**config.mk**
```make
export PLATFORM = sky130hd
export DESIGN_NAME = ps2_packet_ctrl_flat
export DESIGN_NICKNAME = d
export VERILOG_FILES = /design/src/rtl/ps2_packet_ctrl_if.sv /design/src/rtl/ps2_packet_ctrl.sv /design/src/flat_wrapper.sv
export SDC_FILE = /design/constraint.sdc
export NUM_CORES = 1
export LEC_CHECK = 0
export ABC_AREA = 1
export BUFFER_PORTS_ARGS = -buffer_cell sky130_fd_sc_hd__buf_4
export CORE_AREA = 2 2 90 83
export DETAILED_ROUTE_END_ITERATION = 10
export DIE_AREA = 0 0 92 85
export PLACE_DENSITY = 0.83
export SYNTH_ARGS = -nofsm -noshare
export SYNTH_HDL_FRONTEND = slang
export SYNTH_SLANG_ARGS = --single-unit
```
**constraint.sdc**
```tcl
create_clock -name clk -period 3 [get_ports clk]
set_clock_uncertainty 0.1 [all_clocks]
set_input_delay 0.3 -clock clk [delete_from_list [all_inputs] [get_ports clk]]
set_output_delay 0.3 -clock clk [all_outputs]
set_load 0.02 [all_outputs]
```
**src/rtl/ps2_packet_ctrl_if.sv**
```systemverilog
// Signal bundle between the PS/2 byte receiver, the packet sequencer and the downstream consumer.
// The slave side belongs to ps2_packet_ctrl; the master side drives bytes and accepts packets.
interface ps2_packet_ctrl_if;
  logic        in_valid;
  logic [7:0]  in_data;
  logic        pkt_valid;
  logic        pkt_ready;
  logic [23:0] pkt_data;
  logic        busy;
  logic        timeout;
  logic        overflow;
  logic [7:0]  drop_cnt;

  modport slave (
    input  in_valid, in_data, pkt_ready,
    output pkt_valid, pkt_data, busy, timeout, overflow, drop_cnt
  );

  modport master (
    output in_valid, in_data, pkt_ready,
    input  pkt_valid, pkt_data, busy, timeout, overflow, drop_cnt
  );
endinterface

```
**src/rtl/ps2_packet_ctrl.sv**
```systemverilog
// PS/2 mouse packet sequencer: frames 3-byte packets on byte1 bit 3, abandons stalled frames
// after an idle timeout, and buffers completed packets in a 2-entry FIFO with drop accounting.
module ps2_packet_ctrl #(
  parameter int unsigned TIMEOUT_CYCLES = 1024
) (
  input  logic             clk,
  input  logic             reset_n,
  ps2_packet_ctrl_if.slave bus
);

  localparam logic [15:0] IDLE_LAST = 16'(TIMEOUT_CYCLES - 1);

  typedef enum logic [1:0] {
    SYNC  = 2'd0,
    BYTE2 = 2'd1,
    BYTE3 = 2'd2
  } state_e;

  state_e      state_q, state_d;
  logic [7:0]  byte1_q, byte1_d;
  logic [7:0]  byte2_q, byte2_d;
  logic [15:0] idle_q, idle_d;
  logic        timeout_q, timeout_d;
  logic        overflow_q, overflow_d;
  logic [7:0]  drop_cnt_q, drop_cnt_d;
  logic [1:0]  count_q, count_d;
  logic        wr_ptr_q, rd_ptr_q;
  logic [23:0] mem_q [2];

  logic push, pop, full, push_ok;

  // Frame sequencer and idle timeout.
  always_comb begin
    // NOTE: every output of this block gets a default first, so no path leaves it unassigned
    // and no latch is inferred; blocking '=' is correct here, '<=' belongs only in always_ff.
    state_d   = state_q;
    byte1_d   = byte1_q;
    byte2_d   = byte2_q;
    idle_d    = idle_q;
    timeout_d = 1'b0;
    push      = 1'b0;
    unique case (state_q)
      SYNC: begin
        idle_d = '0;
        if (bus.in_valid && bus.in_data[3]) begin
          byte1_d = bus.in_data;
          state_d = BYTE2;
        end
      end
      BYTE2, BYTE3: begin
        if (bus.in_valid) begin
          idle_d = '0;
          if (state_q == BYTE2) begin
            byte2_d = bus.in_data;
            state_d = BYTE3;
          end else begin
            push    = 1'b1;
            state_d = SYNC;
          end
        end else if (idle_q == IDLE_LAST) begin
          // A byte arriving on this same cycle takes the branch above and wins over the timeout.
          idle_d    = '0;
          timeout_d = 1'b1;
          state_d   = SYNC;
        end else begin
          idle_d = idle_q + 16'd1;
        end
      end
      default: state_d = SYNC;
    endcase
  end

  // FIFO control: a pop frees the slot for a same-cycle push when full.
  always_comb begin
    pop        = (count_q != 2'd0) && bus.pkt_ready;
    full       = (count_q == 2'd2);
    push_ok    = push && (!full || pop);
    overflow_d = push && full && !pop;
    count_d    = count_q + {1'b0, push_ok} - {1'b0, pop};
    drop_cnt_d = (overflow_d && (drop_cnt_q != 8'hFF)) ? drop_cnt_q + 8'd1 : drop_cnt_q;
  end

  always_ff @(posedge clk or negedge reset_n) begin
    if (!reset_n) begin
      state_q    <= SYNC;
      byte1_q    <= '0;
      byte2_q    <= '0;
      idle_q     <= '0;
      timeout_q  <= 1'b0;
      overflow_q <= 1'b0;
      drop_cnt_q <= '0;
      count_q    <= '0;
      wr_ptr_q   <= 1'b0;
      rd_ptr_q   <= 1'b0;
    end else begin
      state_q    <= state_d;
      byte1_q    <= byte1_d;
      byte2_q    <= byte2_d;
      idle_q     <= idle_d;
      timeout_q  <= timeout_d;
      overflow_q <= overflow_d;
      drop_cnt_q <= drop_cnt_d;
      count_q    <= count_d;
      wr_ptr_q   <= wr_ptr_q ^ push_ok;
      rd_ptr_q   <= rd_ptr_q ^ pop;
    end
  end

  // NOTE: the packet storage is deliberately not reset; the occupancy count gates every read,
  // so stale contents are never visible and the storage stays plain flops without reset fan-out.
  always_ff @(posedge clk) begin
    if (push_ok) mem_q[wr_ptr_q] <= {byte1_q, byte2_q, bus.in_data};
  end

  assign bus.pkt_valid = (count_q != 2'd0);
  assign bus.pkt_data  = bus.pkt_valid ? mem_q[rd_ptr_q] : 24'd0;
  assign bus.busy      = (state_q != SYNC);
  assign bus.timeout   = timeout_q;
  assign bus.overflow  = overflow_q;
  assign bus.drop_cnt  = drop_cnt_q;

endmodule

```
**src/flat_wrapper.sv**
```systemverilog
// flat-port wrapper written by rule: the top's interface ports become plain ports
module ps2_packet_ctrl_flat 
#(
  parameter int unsigned TIMEOUT_CYCLES = 1024
)
  (clk, reset_n, bus_in_valid, bus_in_data, bus_pkt_ready, bus_pkt_valid, bus_pkt_data, bus_busy, bus_timeout, bus_overflow, bus_drop_cnt);
  ps2_packet_ctrl_if bus_i ();
  input  logic clk;
  input  logic reset_n;
  input wire logic [$bits(bus_i.in_valid)-1:0] bus_in_valid;
  input wire logic [$bits(bus_i.in_data)-1:0] bus_in_data;
  input wire logic [$bits(bus_i.pkt_ready)-1:0] bus_pkt_ready;
  output wire logic [$bits(bus_i.pkt_valid)-1:0] bus_pkt_valid;
  output wire logic [$bits(bus_i.pkt_data)-1:0] bus_pkt_data;
  output wire logic [$bits(bus_i.busy)-1:0] bus_busy;
  output wire logic [$bits(bus_i.timeout)-1:0] bus_timeout;
  output wire logic [$bits(bus_i.overflow)-1:0] bus_overflow;
  output wire logic [$bits(bus_i.drop_cnt)-1:0] bus_drop_cnt;
  assign bus_i.in_valid = bus_in_valid;
  assign bus_i.in_data = bus_in_data;
  assign bus_i.pkt_ready = bus_pkt_ready;
  assign bus_pkt_valid = bus_i.pkt_valid;
  assign bus_pkt_data = bus_i.pkt_data;
  assign bus_busy = bus_i.busy;
  assign bus_timeout = bus_i.timeout;
  assign bus_overflow = bus_i.overflow;
  assign bus_drop_cnt = bus_i.drop_cnt;
  ps2_packet_ctrl #(.TIMEOUT_CYCLES(TIMEOUT_CYCLES)) u_core (.clk(clk), .reset_n(reset_n), .bus(bus_i));
endmodule
```
Word-level counts from Yosys, hierarchy flattened
Memories as Yosys holds them, arrays and structs flattened.
Index checks and enable logic that the tools add are counted.
{ "word_totals": {"ff_bits": 48, "ram_bits": 48, "memories": 1, "out_inout_bits": 36} }
{ "classes": {"add_sub_neg": 4, "n_reduce_logical": 17, "muxes": 17, "eq_ne": 7, "bitwise": 2} }
{ "memory_table": {"columns": ["name", "words", "width", "read_ports", "rd_ports_with_merged_regs", "wr", "line_no", "text"], "rows": [
  ["u_core.mem_q", 2, 24, 1, 0, 1, "ps2_packet_ctrl.sv:28", "logic [23:0] mem_q [2];"]
]} }
{ "op_table": {"columns": ["op", "count"], "rows": [
  ["$mux 16", 2],
  ["$pmux 16 s2", 1],
  ["$mux 24", 1],
  ["$add 16x1->16 const B", 1],
  ["$eq 16x10->1 const B", 1],
  ["$add 8x1->8 const B", 1],
  ["$mux 1", 8],
  ["$mux 2", 4],
  ["$ne 8x8->1 const B", 1],
  ["$logic_and 1x1->1", 6],
  ["$reduce_bool 2->1", 3],
  ["$eq 2x2->1 const B", 2],
  ["$pmux 2 s2", 1],
  ["$reduce_and 2->1", 2],
  ["$ne 3x2->1 const B", 1],
  ["$reduce_and 3->1", 1],
  ["$add 2x1->2", 1],
  ["$eq 2x1->1 const B", 1],
  ["$logic_not 1->1", 2],
  ["$logic_not 2->1", 1],
  ["$ne 2x1->1 const B", 1],
  ["$reduce_or 2->1", 1],
  ["$sub 2x1->2", 1],
  ["$xor 1x1->1", 2],
  ["$logic_or 1x1->1", 1]
]} }

Longest topological paths before layout
{ "depth": {"ltp_word": 7, "mapped_depth": 9, "mapped_depth_nobuf": 9} }

Worst setup path after synthesis
No wires, ideal clock.
{ "synth_timing": {"kind": "reg-to-reg", "from": "register u_core.state_q[0]", "to": "memory u_core.mem_q[1][0], enable pin", "n_path_buf": 0, "path_stages_with_launch": 6, "path_slack_ns": 0.966, "required_ns": 2.517, "arrival_time_ns": 1.551, "path_cell_list": "dfrtp_1 > ha_1 > nor2_1 > nand3_1 > inv_1 > ha_1"} }
{ "synth_between": {"elab_chain_cells": 7} }
{ "synth_lines": {"columns": ["element", "line_no", "text"], "rows": [
  ["start: declaration", "ps2_packet_ctrl.sv:19", "state_e state_q, state_d;"],
  ["start signal: assignment", "ps2_packet_ctrl.sv:96", "state_q <= state_d;"],
  ["$eq 2x1->1", "ps2_packet_ctrl.sv:42, ps2_packet_ctrl.sv:53", null],
  ["$mux 1", "ps2_packet_ctrl.sv:53", "if (state_q == BYTE2) begin"],
  ["$mux 1", "ps2_packet_ctrl.sv:51", "if (bus.in_valid) begin"],
  ["$mux 1 (*)", "ps2_packet_ctrl.sv:42", "unique case (state_q)"],
  ["$logic_and 1x1->1 (*)", "ps2_packet_ctrl.sv:77", "push_ok = push && (!full || pop);"],
  ["$mux 1 (*)", "ps2_packet_ctrl.sv:112", "if (push_ok) mem_q[wr_ptr_q] <= {byte1_q, byte2_q, bus.in_data};"],
  ["$mux 1 (not written as such) (*)", "ps2_packet_ctrl.sv:112", null],
  ["end: declaration", "ps2_packet_ctrl.sv:28", null]
]} }
Mark *: on every way between the ends. The rest lies on a longest branch, timed or not.

Worst setup path after layout
{ "layout_timing": {"from": "register u_core.rd_ptr_q", "to": "output bus_pkt_data[16]"} }
{ "layout_between": {"elab_chain_cells": 2} }
{ "layout_lines": {"columns": ["element", "line_no", "text"], "rows": [
  ["start: declaration", "ps2_packet_ctrl.sv:27", "logic wr_ptr_q, rd_ptr_q;"],
  ["start signal: assignment", "ps2_packet_ctrl.sv:105", "rd_ptr_q <= rd_ptr_q ^ pop;"],
  ["$mem_v2 2x24", null, null],
  ["$mux 24", "ps2_packet_ctrl.sv:116", "assign bus.pkt_data = bus.pkt_valid ? mem_q[rd_ptr_q] : 24'd0;"],
  ["end: declaration", "flat_wrapper.sv:14", "output wire logic [$bits(bus_i.pkt_data)-1:0] bus_pkt_data;"]
]} }
No other way between the ends.

==> results.txt <==
----------------------------------------------------
[Detailed routing]
  Total iterations of the first detailed-routing run ... 5
  Via count of the routed design ... 3081
  Number of nets still failing antenna checks after routing ... 0
  Iteration-0 DRC Markers ... 163
  Mean routed wirelength per cell ... 14.6 um
  DRC violation count after routing ... 0
  Total Routed Length ... 8.37 mm
  Via density per instance ... 5.37

[Clock network]
  Number of buffers between clock root and the deepest sink ... 2
  Total number of clock tree sinks ... 96
  Clock buffer count from CTS ... 9
  Source-to-sink clock delay at the later pin of the worst-skew pair ... 370 ps
  Setup fix buffers added after clock tree synthesis ... 0
  Clock Tree Root ... sky130_fd_sc_hd__clkbuf_8
  TritonCTS clock tree ... done
  Maximum level of the CTS H-tree ... 3
  Clock transition time at the flip-flop clock pins of the worst setup and hold paths ... 100 ps

[Worst hold path]
  Hold WC Path Type ... in2reg

[Placement]
  Setup WS pre-CTS ... 946 ps
  Weighted congestion at the end of routability-driven global placement ... 0.849
  Cells after DPL ... 557
  Placed wire-length estimate after detailed placement ... 5.74 mm
  Count of buffers inserted at the top-level ports ... 47

[Layout]
  Share of layout cells above drive strength 1 ... 17.0%
  Diodes inserted ... 0
  Area added between synthesis and finish ... 15.7%
  Nets ... 497
  Post-route non-filler standard cell count ... 574
  FILL cells ... 504

[Die]
  Overall die area ... 7820 um^2
  Effective utilization at floorplan ... 60.8%
  Number of placement rows ... 29
  Core Region ... 6890 um^2
  Top-level I/O count ... 48
  Chip Width ... 92 um
  Die boundary height ... 85 um

[Setup path]
  CP Class ... reg2out
  Worst EP arrival ... 2100 ps
  CP Max Fanout ... 26
  Type of origin of the critical path ... flip-flop
  R2r worst-path depth ... 7
  Capturing element type of the critical path ... output port
  Worst reg2reg setup slack ... 1030 ps
  Endpoint of the worst-slack reg-to-reg timing path ... u_core.mem_q[0][20]
  Worst Setup SP ... u_core.rd_ptr_q
  Worst setup path end ... bus_pkt_data[16]
  Critical R2R Launch ... u_core.state_q[1]
  Required time reported for the critical path endpoint ... 2600 ps

[GRT]
  Overall Global Routing Usage ... 22.9%
  Number of antenna violations at the first check in global routing ... 0
  Largest net degree at the start of global routing ... 49
  Vias in the first global route ... 3040
  Total congestion overflow ... 0
  Wire length of the first global-routing pass ... 13.9 mm

[Yosys]
  Xor and xnor fraction of the mapped netlist area ... 2.48%
  Post-Synth Simple-Gate Area ... 20.3%
  Synth Area in Compound Gates ... 5.97%
  Netlist cell types ... 27
  Portion of the post-synthesis area used by sequential elements ... 63.1%
  Largest family of logic cells by synthesized area ... simple AND/OR/NAND/NOR gates
  Net count after synthesis ... 444
  Share of synthesized cell area in full adder, half adder and majority cells ... 2.69%
  Post-synthesis cell area ... 4190 um^2
  Synth warn ... 0
  Post-Synthesis Cells ... 423
  Flops & latches, synth ... 96
  Proportion of synthesized area in mux cells ... 0.269%
  Mean post-synth cell area ... 9.91 um^2

[STA]
  Setup TNS after final layout ... 0 ps
  Worst slack on hold paths ... 18.2 ps
  Final worst-path cycle share ... 83.4%
  Number of endpoints with negative hold slack in the final report ... 0
  Relative slew slack ... 51.1%
  Setup Viol. Count Final ... 0
  Post-layout min period ... 2500 ps
  Peak clock frequency supported by timing ... 400 MHz
  Transition time at the pin with the least slew margin ... 733 ps
  Number of max-slew violations in the final report ... 0
  Worst Setup Slack, final ... 499 ps
  Setup repair after global routing missed its margin ... false

[Power and ir drop]
  Power density normalized to cell area ... 872 nW/um^2
  IR drop worst, VDD ... 0.443 mV
  Leakage power summed over all cells ... 2.22 nW

[Run status]
  Result of the run ... complete, no violations

[Run]
  Max-cap violation count ... 0

----------------------------------------------------
-- layer usage --
layer	share of wire, %	wire length [um]	GRT usage [%]	vias up
met2	52	4340	41.4	89
met4	1.6	138	9.63	0
met5	0	0	0	-
li1	-	-	-	1484
met3	5.6	472	3.29	13
met1	41	3430	27.8	1495
-- how the worst min path moves through the flow --
stage	cells past startpoint	end	from	slack, ps
global placement	1	u_core.idle_q[8]	reset_n	250
global route	1	u_core.mem_q[0][1]	bus_in_data[1]	10
floorplan	0	u_core.bus.drop_cnt[0]	reset_n	-100
detailed placement	1	u_core.idle_q[10]	reset_n	260
finish	1	u_core.mem_q[0][1]	bus_in_data[1]	20
CTS	1	u_core.mem_q[0][1]	bus_in_data[1]	10
-- cells in the final DEF, fill, tap and decap left out, types with 2 or more instances in the layout --
master / instances
sky130_fd_sc_hd__nand3_1: 18
sky130_fd_sc_hd__clkbuf_8: 9
sky130_fd_sc_hd__nor2_1: 31
sky130_fd_sc_hd__dfrtp_1: 48
sky130_fd_sc_hd__xor2_1: 4
sky130_fd_sc_hd__inv_1: 42
sky130_fd_sc_hd__inv_8: 2
sky130_fd_sc_hd__nand2_1: 134
sky130_fd_sc_hd__inv_4: 2
sky130_fd_sc_hd__xnor2_1: 6
sky130_fd_sc_hd__o21bai_1: 3
sky130_fd_sc_hd__buf_4: 51
sky130_fd_sc_hd__ha_1: 9
sky130_fd_sc_hd__o21ai_1: 3
sky130_fd_sc_hd__a21oi_1: 25
sky130_fd_sc_hd__inv_6: 2
sky130_fd_sc_hd__o21ai_0: 16
sky130_fd_sc_hd__nor3_1: 6
sky130_fd_sc_hd__edfxtp_1: 48
sky130_fd_sc_hd__nand2_4: 2
sky130_fd_sc_hd__nand4_1: 4
sky130_fd_sc_hd__nor2_2: 6
-- where the power goes --
part	switching, W	leakage, nW	internal [W]
registers	0.000162	1.06	0.00171
clock network	0.000491	0.0970	0.000327
logic	0.000980	1.06	0.000559
total	0.00163	2.22	0.00260
-- area by class of cell --
cell class	count	area, um^2	area share [%]
Clock inverter	7	72.6	1.50
Sequential cell	96	2640	54.5
Clock buffer	9	124	2.55
Multi-Input combinational cell	273	1330	27.5
Tap cell	93	116	2.40
Timing Repair Buffer	52	393	8.10
Inverter	44	170	3.51
-- kinds of logic after synthesis --
logic type | Yosys count
fa+ha+maj | 9
simple gates | 204
xor+xnor | 11
compound gates | 48
buf+inv | 54
flops | 96
mux | 1
-- worst max-delay path: stages, from the launching register on --
cell	delay (ps)
sky130_fd_sc_hd__dfrtp_1	380
sky130_fd_sc_hd__buf_4	230
sky130_fd_sc_hd__inv_1	570
sky130_fd_sc_hd__nand2_1	150
sky130_fd_sc_hd__a21oi_1	210
sky130_fd_sc_hd__buf_4	170
-- cell usage after synthesis (all sizes together) --
master / n / area (um^2)
ha: 9 / 113
nand3: 19 / 100
inv: 44 / 170
o21bai: 3 / 22.5
buf: 4 / 26.3
nor3: 6 / 30.0
clkbuf: 6 / 22.5
xor2: 4 / 35.0
xnor2: 7 / 68.8
a21oi: 25 / 125
a21o: 1 / 7.51
edfxtp: 48 / 1440
nor2: 37 / 151
nand4: 5 / 37.5
mux2: 1 / 11.3
o21ai: 19 / 95.1
nand2: 137 / 532
dfrtp: 48 / 1200
-- state kept, by name, summed over array words and instances (netlist names) --
signal / flops
u_core.count_q: 2
u_core.byte2_q: 8
u_core.bus.overflow: 1
u_core.idle_q: 16
u_core.bus.drop_cnt: 8
u_core.state_q: 2
u_core.wr_ptr_q: 1
u_core.byte1_q: 8
u_core.rd_ptr_q: 1
u_core.mem_q: 48
u_core.bus.timeout: 1
-- metrics by stage --
| stage | area [um^2] | total power, W | utilization, % |
|---|---|---|---|
| 6_report | 4850 | 0.00423 | 70.3 |
| 5_1_grt | 4850 | 0.00445 | 70.3 |
| 4_1_cts | 4850 | 0.00425 | 70.3 |
| 3_5_place_dp | 4640 | 0.00343 | 67.4 |
| 3_3_place_gp | 4640 | 0.00335 | 67.4 |
| 2_1_floorplan | 4190 | 0.00283 | - |
-- timing repair --
action,in CTS,in global routing
gates resized for setup,0,0
hold buffers,1,0
hold endpoints to repair,48,0
Power figures use the tool's default switching activity.
